[config.mk]
export PLATFORM = sky130hd
export DESIGN_NAME = pipe_mux
export DESIGN_NICKNAME = d
export VERILOG_FILES = /design/src/rtl/pipe_mux.sv
export SDC_FILE = /design/constraint.sdc
export NUM_CORES = 1
export LEC_CHECK = 0
export CAP_MARGIN = 20
export CORE_MARGIN = 3
export CORE_UTILIZATION = 39
export CTS_BUF_LIST = sky130_fd_sc_hd__clkbuf_8
export CTS_CLUSTER_SIZE = 8
export DETAILED_ROUTE_END_ITERATION = 8
export MAX_ROUTING_LAYER = met4
export PLACE_DENSITY_LB_ADDON = 0.25
export SYNTH_ARGS = -nofsm -noshare
export SYNTH_HDL_FRONTEND = slang
export SYNTH_SLANG_ARGS = --single-unit
[constraint.sdc]
create_clock -name clk -period 1.9 [get_ports clk]
set_input_delay 0.38 -clock clk [delete_from_list [all_inputs] [get_ports clk]]
set_output_delay 0.38 -clock clk [all_outputs]
set_load 0.05 [all_outputs]
[src/rtl/pipe_mux.sv]
// Parametrised operand select registered in a valid/ready stage.
// An output register plus a skid register decouple in_ready from out_ready.
module pipe_mux #(
  parameter int unsigned          WIDTH       = 32,
  parameter int unsigned          NUM_IN      = 4,
  parameter logic [WIDTH-1:0]     DEFAULT_VAL = '0,
  localparam int unsigned         SEL_W       = $clog2(NUM_IN)
) (
  input  logic                    clk,
  input  logic                    rst_n,
  input  logic [NUM_IN*WIDTH-1:0] in_data,
  input  logic [SEL_W-1:0]        in_sel,
  input  logic                    in_valid,
  output logic                    in_ready,
  output logic [WIDTH-1:0]        out_data,
  output logic                    out_err,
  output logic                    out_valid,
  input  logic                    out_ready
);

  // Encoding mirrors (OR.valid, SK.valid).
  typedef enum logic [1:0] {
    EMPTY = 2'b00,
    ONE   = 2'b10,
    FULL  = 2'b11
  } state_t;

  state_t           state, state_next;
  logic [WIDTH-1:0] or_data, sk_data, sel_data;
  logic             or_err, sk_err, sel_err;
  logic             accept;
  logic             or_load_in, or_load_sk, sk_load;

  always_comb begin
    sel_data = DEFAULT_VAL;
    sel_err  = 1'b1;
    for (int unsigned k = 0; k < NUM_IN; k++) begin
      if (in_sel == SEL_W'(k)) begin
        sel_data = in_data[k*WIDTH +: WIDTH];
        sel_err  = 1'b0;
      end
    end
  end

  assign in_ready  = (state != FULL);
  assign out_valid = (state != EMPTY);
  assign out_data  = or_data;
  assign out_err   = or_err;
  assign accept    = in_valid && in_ready;

  always_ff @(posedge clk or negedge rst_n) begin
    if (!rst_n) state <= EMPTY;
    else        state <= state_next;
  end

  always_comb begin
    state_next = state;
    or_load_in = 1'b0;
    or_load_sk = 1'b0;
    sk_load    = 1'b0;
    unique case (state)
      EMPTY: begin
        if (accept) begin
          or_load_in = 1'b1;
          state_next = ONE;
        end
      end
      ONE: begin
        if (accept && out_ready) begin
          or_load_in = 1'b1;
        end else if (accept) begin
          sk_load    = 1'b1;
          state_next = FULL;
        end else if (out_ready) begin
          state_next = EMPTY;
        end
      end
      FULL: begin
        if (out_ready) begin
          or_load_sk = 1'b1;
          state_next = ONE;
        end
      end
      default: state_next = EMPTY;
    endcase
  end

  always_ff @(posedge clk or negedge rst_n) begin
    if (!rst_n) begin
      or_data <= '0;
      or_err  <= 1'b0;
      sk_data <= '0;
      sk_err  <= 1'b0;
    end else begin
      if (or_load_in) begin
        or_data <= sel_data;
        or_err  <= sel_err;
      end else if (or_load_sk) begin
        or_data <= sk_data;
        or_err  <= sk_err;
      end
      if (sk_load) begin
        sk_data <= sel_data;
        sk_err  <= sel_err;
      end
    end
  end

endmodule

==> flow_summary.ini, run 1 <==
[critical_path]
critical_path_class = reg2reg
worstSetupStartpointType = flip-flop
crit_required_ns = 2.12
r2r_slack_ns = 0.09
reg2regPathDepth = 6
end_kind = flip-flop
r2r_end = sk_data[8]
cp.arrival_ns = 2.02
crit_fanout = 17
r2r_start = state[0]

[placed_design]
dp_hpwl_um = 7362
dp.cells = 567
io_buffers = 168
place_congestion = 0.7734

[yosys]
synth-simple-area-share_pct = 5.666
ys_dominant_reg_cell = dfrtp_1
ys_ff_latch = 68
yosys_warnings = 0
syn_inst = 275
yosys.area_share.adder_pct = 1.303
muxShareOfSynthArea_pct = 38.07
avgSynthCellArea_um2 = 13.97
synth-compound-area-share_pct = 5.959
synth-xor-area-share_pct = 0
synth_top_family_by_area = multiplexers
synth-edff-count = 0
synthArstFlopShare_pct = 100.0
yosysSeqAreaShare_pct = 44.29
syn_nets = 413
syn_area_um2 = 3842
netlist-cell-type-count = 27

[sta]
max_freq_mhz = 553.8
finalHoldViolations = 0
period_needed_ns = 1.806
max_slew.worst_pin.slew_ns = 0.5229
slew_headroom_pct = 65.08
drv_slew = 0
post-route-period-util_pct = 95.04
setup_tns_ns = 0
finalSetupViolations = 0
skew_ns = 0.009646

[clocking]
htreeDepth = 3
clock-sinks = 68
numCtsBuffers = 9
cts_root_buf = clkbuf_8
clockBufferDepth = 2
cts_tree = yes
clk_pin_slew_ns = 0.08
holdBufCountCts = 0
clkLatencyLatePin_ns = 0.33

[detailed_routing]
dr_total_vias = 2904
wirelength_um = 9678
wl_per_cell_um = 16.60
firstDrtPassIters = 4
drc = 0
vias_per_cell = 4.981
drtIter0Drc = 84
ant_nets = 0

[grt]
antenna_found_initial = 0
grt_pass1_vias = 3236
grt_max_degree = 69
grt_first_pass_wirelength_um = 15710
grt_overflow_total = 0
grt.total_usage_pct = 18.33

[layout]
drive_gt1_share_pct = 26.43
fin_cells = 583
fin_nets = 587
area_growth_pct = 55.00
n_antenna_cell = 0

[floorplan]
die-area_um2 = 11080
initial_core_util_pct = 40.81
rows = 35
core-area_um2 = 9415
io_pins = 169
die-width_um = 105.3
die_y_um = 105.3

[status]
outcome = finished clean

[pwr]
p_leak_nw = 2.767
vdd_drop_max_mv = 0.6206
p_per_area_nw_per_um2 = 1375
total_power_w = 0.008190

[flow_run]
maxCapViolCount = 0

[hold_path]
min_path_type = in2async
==> cells in the mapped netlist, types with 4 or more instances <==
| library cell | count | area share (%) |
|---|---|---|
| dfrtp_1 | 68 | 44 |
| o21ai_0 | 22 | 2.9 |
| o21ai_1 | 4 | 0.52 |
| inv_1 | 6 | 0.59 |
| mux2i_1 | 25 | 6.5 |
| nand2_1 | 41 | 4.0 |
| buf_2 | 4 | 0.52 |
| a21oi_1 | 4 | 0.52 |
| a22oi_1 | 7 | 1.4 |
| buf_4 | 4 | 0.78 |
| mux2_4 | 30 | 12 |
| ha_1 | 4 | 1.3 |
| mux4_2 | 30 | 18 |
==> worst max-delay path by stage <==
stage	from	endpoint	depth (start not counted)
5_1_grt	state[0]	sk_data[8]	6
3_3_place_gp	in_valid	sk_data[8]	6
3_5_place_dp	in_valid	out_data[6]	6
4_1_cts	out_data[22]	out_data[22]	1
2_1_floorplan	state[0]	sk_data[22]	6
6_report	state[0]	sk_data[8]	6
==> cells in the final DEF, fill, tap and decap left out, types with 6 or more instances in the layout <==
cell,count
dfrtp_1,68
a22oi_1,7
o21ai_0,22
inv_1,6
dlygate4sd2_1,6
buf_4,21
mux2_4,30
clkdlybuf4s50_1,130
mux4_2,30
mux2i_1,25
clkbuf_8,10
nand2_1,41
dlymetal6s2s_1,10
buf_12,11
==> worst max-delay path, stage by stage (launching register included) <==
cell	delay (ns)
dfrtp_1	0.42
ha_1	0.28
nor2b_2	0.18
nand2_2	0.13
nor2_8	0.14
buf_12	0.19
mux2_2	0.34
==> registers in the layout, indices dropped and copies added (netlist names) <==
register  flops
state         2
out_data     32
sk_err        1
out_err       1
sk_data      32
==> what timing repair did <==
action	4_1_cts	5_1_grt
endpoints found under the setup margin	6	17
hold endpoints to repair	0	0
setup buffers	0	0
gates cloned	0	0
gates resized for setup	6	11
==> stage by stage <==
step	setup WS (ns)	instance area (um^2)	hold WS, ns	util, %
floorplan	0.1562	3842	0.08441	-
global placement	-0.02876	5707	0.4278	60.61
detailed placement	-0.07203	5707	0.4327	60.61
CTS	0.001196	5924	0.06589	62.92
global route	-0.001096	5956	0.08677	63.26
finish	0.09431	5956	0.06049	63.26
==> per-layer routing <==
layer  share of wire (%)  global-route usage (%)
met4                 1.1                   5.998
met2                  52                   31.24
met1                  41                   21.83
met5                   0                       -
met3                 5.8                   3.674
==> area by class of cell <==
class	instances	area (um^2)
Clock buffer	10	137.6
Tap cell	129	161.4
Timing Repair Buffer	181	1872
Fill cell	750	3460
Sequential cell	68	1702
Clock inverter	6	87.58
Multi-Input combinational cell	183	1973
Inverter	6	22.52
==> report_power, final <==
part	internal, W	switching, W
combinational	0.00194	0.00237
sequential	0.00215	0.000399
clock	0.000772	0.000557
total	0.00487	0.00332
==> cell families after synthesis <==
kind of cell,count (synthesis)
AO/OA/AOI/OAI,40
adder cells (fa/ha/maj),4
buffers and inverters,24
flip-flops,68
multiplexers,90
AND/OR/NAND/NOR,49
(Power assumes the default switching activity.)
==> inputs of run 2 (changes only) <==
Settings changed: SKIP_CTS_REPAIR_TIMING set to 1.
==> run 2 against run 1 <==
Sequential power hardly changed. Via count is 0.31% lower. Setup slack better by 0.0014 ns. Worst hold slack hardly changed. Core utilization is 0.24 points higher. Clock power hardly changed. Power is 0.30% higher. Wire length is 0.14% lower. Non-clock buffer count stayed put. Clock-buffer cell count stayed put. Largest cell class unchanged. Largest power group unchanged.
==> flow_summary.ini, run 2 (synthesis results as in run 1) <==
[status]
outcome = finished clean

[sta]
worst_slack_ns = 0.09570
drv_slew = 0
period_needed_ns = 1.804
holdWs_ns = 0.06028
post-route-period-util_pct = 94.96
skew_ns = 0.008422
finalHoldViolations = 0
finalSetupViolations = 0
slew_headroom_pct = 64.76
max_slew.worst_pin.slew_ns = 0.5278
max_freq_mhz = 554.2

[clocking]
clockBufferDepth = 2
cts_root_buf = clkbuf_8
htreeDepth = 3
clock-sinks = 68
cts_tree = yes
numCtsBuffers = 9
clkLatencyLatePin_ns = 0.33
clk_pin_slew_ns = 0.08

[floorplan]
die_y_um = 105.3
initial_core_util_pct = 40.81
core-area_um2 = 9415
rows = 35
die-width_um = 105.3
die-area_um2 = 11080
io_pins = 169

[grt]
grt.busiest_layer = met2
grtUsageMet2_pct = 31.28
grt.total_usage_pct = 18.34
grt_overflow_total = 0
grt_max_degree = 69
grt_first_pass_wirelength_um = 15720
grt_pass1_vias = 3239
met1_usage_pct = 21.83
antenna_found_initial = 0
use_met3_pct = 3.674

[placed_design]
dp_hpwl_um = 7362
io_buffers = 168
place_congestion = 0.7734
place_area_um2 = 5707
post-place-ws_ns = -0.07203
dp.cells = 567

[pwr]
p_per_area_nw_per_um2 = 1374
total_power_w = 0.008215
vdd_drop_max_mv = 0.6207
p_leak_nw = 2.829

[critical_path]
cp.arrival_ns = 2.02
crit_required_ns = 2.12
worstSetupStartpointType = flip-flop
crit_fanout = 17
r2r_start = state[0]
critical_path_class = reg2reg
worstSetupStartpoint = state[0]
end_kind = flip-flop

[detailed_routing]
ant_nets = 0
drtIter0Drc = 104
dr_total_vias = 2895
wl_per_cell_um = 16.58
drc = 0
wirelength_um = 9664
vias_per_cell = 4.966
firstDrtPassIters = 4

[layout]
fin_cells = 583
final_cell_mix = 130 x clkdlybuf4s50_1, 68 x dfrtp_1, 41 x nand2_1
drive_gt1_share_pct = 26.43
final_area_um2 = 5978
n_antenna_cell = 0
fin_nets = 587
final_common_cell = clkdlybuf4s50_1
area_growth_pct = 55.58

[flow_run]
maxCapViolCount = 0

[hold_path]
min_path_type = in2async
-- run 2: per-stage QoR --
step                setup TNS [ns]  utilization [%]
floorplan                        0                -
global placement           -0.1457            60.61
detailed placement          -1.308            60.61
CTS                       -0.02322            63.00
global route             -0.001096            63.50
finish                           0            63.50
-- run 2: final cells by class --
class	count	area, um^2
inverters	6	22.52
multi-input cells	183	1973
repair buffers	181	1894
flip-flops and latches	68	1702
well taps	129	161.4
clock buffers	10	137.6
clock inverters	6	87.58
fillers	741	3437
-- run 2: power breakdown --
group	total, W	internal [W]	switching [W]
logic	0.00433	0.00197	0.00236
registers	0.00255	0.00215	0.000399
clock network	0.00133	0.000772	0.000555
-- run 2: path summary, 6_finish.rpt --
path	endpoint	slack [ns]	cells past startpoint
setup / recovery	sk_data[8]	0.1	6
hold / removal	sk_data[6]	0.06	2
setup reg to reg	sk_data[8]	0.1	6
hold reg to reg	out_data[21]	0.47	2
min in group clk	out_data[21]	0.47	2
max in group asynchronous	out_data[31]	1.54	2
-- run 2: routing by layer --
metal	up-vias	share of wire [%]
met3	8	5.7
li1	1365	-
met4	0	0.94
met2	94	53
met1	1428	41
met5	-	0
-- run 2: worst max-delay path, stage by stage, from the launching register on --
cell and delay [ns]:
dfrtp_1 0.42, ha_1 0.28, nor2b_2 0.18, nand2_2 0.13, nor2_8 0.14, buf_12 0.18
mux2_2 0.34
==> inputs of run 3 (changes only) <==
Settings changed: ABC_CLOCK_PERIOD_IN_PS set to 1900, CELL_PAD_IN_SITES_DETAIL_PLACEMENT set to 0, CELL_PAD_IN_SITES_GLOBAL_PLACEMENT set to 1, CORE_UTILIZATION 39 to 31.
==> run 3 against run 2 <==
Clock-buffer cell count rose by 1. Fmax up 1.9%. Sequential power about the same. Final area grew 0.73%. Die area rose by 24%. Final cell count is 7.7% higher. Non-clock buffer count rose by 6. Critical path type is now reg2out. Highest routed layer unchanged.
==> flow_summary.ini, run 3 (synthesis results as in run 1) <==
[status]
outcome = finished clean

[detailed_routing]
drc = 0
wl_per_cell_um = 15.70
ant_nets = 0
firstDrtPassIters = 4
wirelength_um = 9860
vias_per_cell = 4.693
drtIter0Drc = 94
dr_total_vias = 2947

[sta]
finalHoldViolations = 0
max_freq_mhz = 564.6
post-route-period-util_pct = 93.23
holdWs_ns = 0.04333
max_slew.worst_pin.slew_ns = 0.5235
skew_ns = 0.008750
drv_slew = 0
rsz0062_at_grt = no
finalSetupViolations = 0
period_needed_ns = 1.771
slew_headroom_pct = 65.04

[grt]
grt_max_degree = 69
grt.total_usage_pct = 15.20
grt_overflow_total = 0
grt_first_pass_wirelength_um = 16370
antenna_found_initial = 0
grt_pass1_vias = 3250

[pwr]
p_per_area_nw_per_um2 = 1348
power.share.combinational_pct = 53.9
sw_frac_of_total_pct = 40.56
seqPwrFrac_pct = 31.3
vdd_drop_max_mv = 0.4320
power.switching_w = 0.003293
p_clk_share_pct = 14.7
p_leak_nw = 2.797
total_power_w = 0.008121
internal_power_w = 0.004827

[floorplan]
core-area_um2 = 12060
io_pins = 169
die-area_um2 = 13770
die_y_um = 117.3
die-width_um = 117.3
initial_core_util_pct = 31.86
rows = 40

[clocking]
clock-sinks = 68
cts_tree = yes
htreeDepth = 3
clkLatencyLatePin_ns = 0.33
clockBufferDepth = 2
numCtsBuffers = 9
cts_root_buf = clkbuf_8
clk_pin_slew_ns = 0.07

[placed_design]
dp_hpwl_um = 7466
place_congestion = 0.7528
io_buffers = 168

[layout]
n_antenna_cell = 0
seq_area_um2 = 1702
drive_gt1_share_pct = 28.48
final_cell_mix = 130 x clkdlybuf4s50_1, 68 x dfrtp_1, 41 x nand2_1
fin_nets = 593
final_common_cell = clkdlybuf4s50_1
multi_input_area_um2 = 1973
area_growth_pct = 56.72
n_fill_cell = 1062

[hold_path]
min_path_type = in2async

[flow_run]
maxCapViolCount = 0

[critical_path]
reg2regPathDepth = 6
r2r_start = state[0]
crit_required_ns = 1.52
critical_path_class = reg2out
r2r_slack_ns = 0.17
end_kind = primary output
crit_fanout = 4
cp.arrival_ns = 1.39
worstSetupStartpointType = flip-flop
r2r_end = sk_data[8]
-- run 3: cell count changes in the layout (fill, tap and decap cells not counted), sizes merged --
cell / change
clkbuf: +1
clkinvlp: -2
bufinv: -1
dlymetal6s2s: -6
buf: +12
inv: +1
clkinv: +1
-- run 3: worst max-delay path: stages (launching register included) --
cell     delay (ns)
dfrtp_1        0.42
ha_1           0.24
buf_4          0.16
inv_1          0.10
buf_12         0.14
-- run 3: per-layer routing --
metal	vias up	share of wire [%]	global-route usage, %
met2	97	50	24.86
li1	1380	-	-
met5	-	0	-
met4	0	0.88	4.179
met1	1463	44	19.16
met3	7	5.6	3.423
-- run 3: worst max path at each step --
stage	startpoint	endpoint	slack (ns)	cells after the start
2_1_floorplan	state[0]	sk_data[22]	0.16	6
3_3_place_gp	in_valid	sk_data[6]	-0.07	6
3_5_place_dp	in_valid	sk_data[8]	-0.13	6
4_1_cts	out_data[15]	out_data[15]	-0.01	1
5_1_grt	state[0]	out_data[30]	0.02	6
6_report	state[0]	in_ready	0.13	4
-- run 3: cell type report --
type,instances,share of cell area [%]
clock buffer,11,2.514
inverter,6,0.3740
timing repair buffer,187,31.75
multi-input combinational,183,32.77
sequential,68,28.26
clock inverter,5,0.8519
tap,168,3.491
-- run 3: metrics by stage --
stage / area [um^2] / util [%] / cells / worst slack (ns) / TNS, ns
after global placement: 5788 / 47.99 / 612 / -0.06812 / -1.974
after CTS: 5991 / 49.67 / 628 / -0.01315 / -0.02393
after detailed placement: 5788 / 47.99 / 612 / -0.1300 / -4.601
after floorplan: 3842 / - / 275 / 0.1562 / 0
after global routing: 6022 / 49.93 / 628 / 0.01993 / 0
final: 6022 / 49.93 / 628 / 0.1287 / 0
-- run 3: power by group through the flow --
stage	combinational (W)	clock, W	sequential [W]
2_1_floorplan	0.00182	0	0.00361
3_3_place_gp	0.00436	0	0.00255
3_5_place_dp	0.00443	0	0.00256
4_1_cts	0.00443	0.00125	0.00255
5_1_grt	0.00469	0.00132	0.00265
6_report	0.00438	0.00120	0.00254
